### src/rtl/abs_sim_pipe.sv
// abs_sim_pipe: two-stage per-lane similarity score pipeline.
// Define ABS_SIM_ACC_EN to build the window accumulator FSM.
module abs_sim_pipe #(
  parameter  int W       = 8,
  parameter  int LANES   = 4,
  parameter  int ACC_LEN = 16,
  localparam int ACC_W   = W + $clog2(LANES)
                             + $clog2(ACC_LEN)
) (
  input  logic               clk,
  input  logic               rst,
  input  logic               in_valid,
  output logic               in_ready,
  input  logic [W*LANES-1:0] op1,
  input  logic [W*LANES-1:0] op2,
  input  logic               mode,
  output logic               out_valid,
  input  logic               out_ready,
  output logic [W*LANES-1:0] res,
  output logic [ACC_W-1:0]   acc,
  output logic               acc_valid
);

  logic               adv;
  logic               s1_valid;
  logic [W*LANES-1:0] s1_a;
  logic [W*LANES-1:0] s1_b;
  logic [W*LANES-1:0] score;
  logic [W-1:0]       la;
  logic [W-1:0]       lb;
  logic [W-1:0]       ld;

  assign adv      = !out_valid || out_ready;
  assign in_ready = adv;

  // Stage 1: capture operands; hold contents while stalled.
  always_ff @(posedge clk) begin
    if (!rst) begin
      s1_valid <= 1'b0;
      s1_a     <= '0;
      s1_b     <= '0;
    end else if (adv) begin
      s1_valid <= in_valid;
      if (in_valid) begin
        s1_a <= op1;
        s1_b <= op2;
      end
    end
  end

  // Per-lane score: all-ones minus absolute difference.
  always_comb begin
    score = '0;
    la    = '0;
    lb    = '0;
    ld    = '0;
    for (int k = 0; k < LANES; k++) begin
      la = s1_a[k*W +: W];
      lb = s1_b[k*W +: W];
      ld = (la >= lb) ? la - lb : lb - la;
      score[k*W +: W] = {W{1'b1}} - ld;
    end
  end

  // Stage 2: register score; bubbles leave res untouched.
  always_ff @(posedge clk) begin
    if (!rst) begin
      out_valid <= 1'b0;
      res       <= '0;
    end else if (adv) begin
      out_valid <= s1_valid;
      if (s1_valid) begin
        res <= score;
      end
    end
  end

`ifdef ABS_SIM_ACC_EN

  localparam int CW = $clog2(ACC_LEN);

  typedef enum logic [1:0] {
    IDLE,
    ACCUM,
    DONE
  } state_t;

  state_t           state;
  logic             deliver;
  logic [ACC_W-1:0] beat_sum;
  logic [ACC_W-1:0] sum;
  logic [CW-1:0]    cnt;
  logic [ACC_W-1:0] acc_r;
  logic             acc_valid_r;

  assign deliver   = out_valid && out_ready;
  assign acc       = acc_r;
  assign acc_valid = acc_valid_r;

  // Sum of all lane scores of the beat on the output.
  always_comb begin
    beat_sum = '0;
    for (int k = 0; k < LANES; k++) begin
      beat_sum = beat_sum + ACC_W'(res[k*W +: W]);
    end
  end

  // Window FSM: accumulate deliveries, publish on the last one.
  always_ff @(posedge clk) begin
    if (!rst) begin
      state       <= IDLE;
      sum         <= '0;
      cnt         <= '0;
      acc_r       <= '0;
      acc_valid_r <= 1'b0;
    end else begin
      acc_valid_r <= 1'b0;
      unique case (state)
        IDLE: begin
          if (mode) begin
            state <= ACCUM;
            sum   <= deliver ? beat_sum : '0;
            cnt   <= deliver ? CW'(1) : '0;
          end else begin
            sum <= '0;
            cnt <= '0;
          end
        end
        ACCUM: begin
          if (!mode) begin
            state <= IDLE;
            sum   <= '0;
            cnt   <= '0;
          end else if (deliver) begin
            if (cnt == CW'(ACC_LEN - 1)) begin
              state       <= DONE;
              acc_r       <= sum + beat_sum;
              acc_valid_r <= 1'b1;
              sum         <= '0;
              cnt         <= '0;
            end else begin
              sum <= sum + beat_sum;
              cnt <= cnt + CW'(1);
            end
          end
        end
        DONE: begin
          state <= mode ? ACCUM : IDLE;
          if (mode && deliver) begin
            sum <= beat_sum;
            cnt <= CW'(1);
          end else begin
            sum <= '0;
            cnt <= '0;
          end
        end
        default: begin
          state <= IDLE;
        end
      endcase
    end
  end

`else

  logic unused_mode;

  assign unused_mode = mode;
  assign acc         = '0;
  assign acc_valid   = 1'b0;

`endif

endmodule

### config.mk
export PLATFORM = sky130hd
export DESIGN_NAME = abs_sim_pipe
export DESIGN_NICKNAME = d
export VERILOG_FILES = /design/src/rtl/abs_sim_pipe.sv
export SDC_FILE = /design/constraint.sdc
export NUM_CORES = 1
export LEC_CHECK = 0
export BUFFER_PORTS_ARGS = -buffer_cell sky130_fd_sc_hd__buf_2
export CORE_ASPECT_RATIO = 0.5
export CORE_MARGIN = 2
export CORE_UTILIZATION = 40
export CTS_CLUSTER_DIAMETER = 200
export DETAILED_ROUTE_END_ITERATION = 7
export PLACE_DENSITY_LB_ADDON = 0.15
export SLEW_MARGIN = 0
export SYNTH_ARGS = -nofsm -noshare
export SYNTH_HDL_FRONTEND = slang
export SYNTH_SLANG_ARGS = --single-unit
### constraint.sdc
create_clock -name clk -period 2.61 [get_ports clk]
set_input_delay 0.261 -clock clk [delete_from_list [all_inputs] [get_ports clk]]
set_output_delay 0.261 -clock clk [all_outputs]
set_load 0.03 [all_outputs]
==> After elaboration in Yosys (flattened, before gate mapping) <==
Cells that the tools add are included.
W data, S select, Z words.
{ "totals": {"memories": 0, "mem_bits_ro": 0, "latchBits": 0, "mem_bits_rw": 0, "ff_bits": 98} }
{ "op_classes": {"eq_ne": 0, "n_lt_le_gt_ge": 4, "mux": 4, "n_bitwise": 0, "n_mul": 0, "n_reduce_logical": 4, "n_shift": 0, "div_mod_pow": 0, "add_sub_neg": 12} }
{ "ops": {"columns": ["op", "n"], "rows": [
  ["$sub A8 B8 Y8", 8],
  ["$ge A8 B8 Y1", 4],
  ["$mux W8", 4],
  ["$sub A8 B8 Y8 const A", 4],
  ["$reduce_and A2 Y1", 2],
  ["$logic_not A1 Y1", 1],
  ["$logic_or A1 B1 Y1", 1]
]} }

==> Logic depth before layout (Yosys ltp) <==
{ "logic_depth": {"ltp_word": 3, "ltp_mapped": 10, "mapped_depth_nobuf": 10} }

==> Worst setup path before layout <==
No wires, ideal clock.
{ "synth_timing": {"path_type": "register to register", "from": "register s1_a[16]", "to": "register res[23]", "setup_ns": 0.126, "arrival_ns": 2.002, "stages_incl_launch_ff": 11, "slack_ns": 0.481, "cell_sequence": "dfxtp_1 > inv_1 > ha_1 > inv_1 > fa_1 > nand3_1 > a31oi_1 > a211oi_4 > mux2i_1 > xor2_1 > o21ai_1"} }
{ "synth_between": {"elab_chain_len": 3} }
{ "synth_lines": {"columns": ["element", "line_no", "text"], "rows": [
  ["start: declaration", "26", "logic [W*LANES-1:0] s1_a;"],
  ["start signal: assignment", "45", "s1_a <= op1;"],
  ["$sub A8 B8 Y8 or $ge A8 B8 Y1 (tied branches)", "60", "ld = (la >= lb) ? la - lb : lb - la;"],
  ["$mux W8 (*)", "60", null],
  ["$sub A8 B8 Y8 (*)", "61", "score[k*W +: W] = {W{1'b1}} - ld;"],
  ["end signal: assignment", "73", "res <= score;"],
  ["end: declaration", "19", "output logic [W*LANES-1:0] res,"]
]} }
Every way passes the cells marked *; elsewhere a longest branch is shown, timed or not.
A chain may end at the register's enable or synchronous reset.

==> Final worst setup path <==
{ "layout_timing": {"from": "register s1_a[0]", "to": "register res[2]"} }
The elaborated chain is that of the path after synthesis.

==> metrics <==
synthesized cell area=0.00620 mm2; Die Wd=180 um; TNS Setup=0 ps; Core ar.=0.0153 mm2; GRT Util Overall=16.3%; Synth Flop Type=dfxtp_1; die footprint=0.0166 mm2; nets@finish=960; remaining global-route overflow=0; input/output buffers=101; Worst-Skew Late Latency=340 ps; PwrDens=608 mW/mm2; period utilization=91.3%; EDFF count, synth=0; Synth area leader=dfxtp_1; antenna violations before repair=1; Filler cells=1614; internal power consumption=2.84 mW; sequential share of power=39.6%; Max Cap Viol=0; synth-to-layout area growth=13.1%; HPWL Detailed=10100 um; vias in the first global route=4601; clock buffer depth=2; fin crit period=2380 ps; CTS root buf=clkbuf_16; Leakage=3.20 nW; Syn Area/Cell=8.28 um2; critical path type=reg -> reg; Worst setup SP type=register; hold_buf cts=0; post-layout util=45.9%; fraction of registers with async set/reset=0%; Rel. slew slack=54.7%; P_sw=1.43 mW; GPL Wtd Cong=0.861; combinational share of power=31.3%; CTS tree=built; Req. time, crit path=2800 ps; highest clock rate=0.420 GHz; layout cell share with drive strength beyond 1=16.9%; Worst Path Arrival=2580 ps; max-slew violations=0; Worst-path clk slew=70 ps; FP Rows=32; maximum vdd drop=0.308 mV; H-tree depth=3; # diodes=0; Synthesis Warnings=0; ANT nets after route=0; Sw Ratio=33.5%; Vias/cell=4.72; largest net degree at the start of global routing=79; wire length per cell=13.0 um; vias=4873; PostCTS Resize Cnt=0; Initial Util=40.6%; fin cells=1032; clock net sink count=98; Die Ht=92.1 um; Layout Skew=7.15 ps; top cells by area, synth=dfxtp_1 (32%), ha_1 (12%), nand2_1 (11%); Crit. End Element=register; number of buffers created by CTS=9; top-count cell post-synth=nand2_1; Netlist cell types=34; DRT Pass-1 Iters=4; RSZ-0062 raised after global routing=false; Clk pwr share=29.2%; final setup vio count=0; Post-synth top cells=nand2_1 (180), dfxtp_1 (98), a21boi_0 (73), inv_1 (73), ha_1 (60); # placed instances=1016; Synth top area share=31.6%; status=complete, no violations; final wirelength=13400 um; # IOs=118; Yosys reg bits=98; Post-route DRC=0; Setup Fix Bufs, Post-CTS=0; crit path max fanout=7; worst slew pin tran=680 ps; Hold Fails Final Rpt=0; Seq/Total Area, Yosys=31.6%; cell count after synthesis=749; Iteration-0 DRC Markers=248; class of the most critical hold timing path=in -> reg; first-pass GRT wire length=22300 um
placed cells by master, fill, tap and decap left out, types with 6 or more instances in the layout:
cell type	instances
nand3_1	8
a21o_1	20
inv_1	73
o21ai_0	21
fa_1	8
o21ai_1	12
ha_1	60
a221oi_1	8
xnor2_1	12
nand4_1	8
a21oi_2	6
mux2i_1	28
buf_2	101
clkbuf_16	9
a21oi_1	20
conb_1	15
nand2_1	179
dfxtp_1	98
a31oi_1	10
a21boi_0	73
xor2_1	12
nand3b_1	7
critical path: stages (launching register included):
cell and delay, ps:
dfxtp_1 330, inv_1 60, ha_1 160, inv_1 60, fa_1 410, nand3_1 120, a31oi_2 120, a211oi_4 490
mux2i_1 270, xnor2_1 150, a21oi_1 90
per-stage QoR:
step,hold slack (ps),total power [mW],cell area (um2),setup slack (ps)
2_1_floorplan,406,2.78,6250,481
5_1_grt,154,4.55,7020,21.4
4_1_cts,151,4.33,7020,196
3_5_place_dp,439,3.06,6740,235
3_3_place_gp,435,3.05,6740,268
6_report,167,4.27,7020,228
state kept, by name (all words and copies together), names as in the netlist:
register / flops
out_valid: 1
res: 32
s1_a: 32
s1_b: 32
s1_valid: 1
worst paths after layout:
path	start	end	slack [ps]	cells past startpoint
max reg2reg	s1_a[0]$_SDFFE_PN0P_	res[2]$_SDFFE_PN0P_	230	10
min reg2reg	res[12]$_SDFFE_PN0P_	res[12]$_SDFFE_PN0P_	440	2
min	op2[22]	s1_b[22]$_SDFFE_PN0P_	170	3
max	s1_a[0]$_SDFFE_PN0P_	res[2]$_SDFFE_PN0P_	230	10
metal layers:
metal / vias up / GRT usage, % / part of all wire (%)
met5: - / 0 / 0.097
met4: 2 / 3.56 / 0.43
met3: 6 / 3.53 / 3.7
met2: 83 / 25.8 / 42
met1: 2204 / 22.9 / 53
li1: 2578 / - / -
power groups by stage:
stage | Combinational, mW | Sequential, mW | Clock (mW)
global route | 1.48 | 1.71 | 1.36
CTS | 1.34 | 1.69 | 1.30
detailed placement | 1.34 | 1.73 | 0
finish | 1.33 | 1.69 | 1.25
floorplan | 0.963 | 1.82 | 0
global placement | 1.33 | 1.72 | 0
cell families (layout without fill, tap and decap cells):
group                      after synthesis  count (layout)  synth area share [%]
AOI/OAI and AO/OA                      183             183                  21.3
xor gates and xnor gates                24              24                  3.39
adders and majority gates               68              68                  14.7
buffers and inverters                  132             197                  10.1
DFF                                     98              98                  31.6
muxes                                   28              28                  4.52
other                                    1              15                0.0605
and+or+nand+nor                        215             215                  14.3
final cells by class:
cell class / count / area (um2) / area share [%]
clock buffer: 11 / 243 / 3.46
clock inverter: 5 / 30.0 / 0.428
inverter: 73 / 274 / 3.91
multi-input combinational: 533 / 3670 / 52.3
sequential: 98 / 1960 / 28.0
tap: 204 / 255 / 3.64
timing repair buffer: 108 / 583 / 8.31
Note: power is estimated with default switching activity, not from simulation.
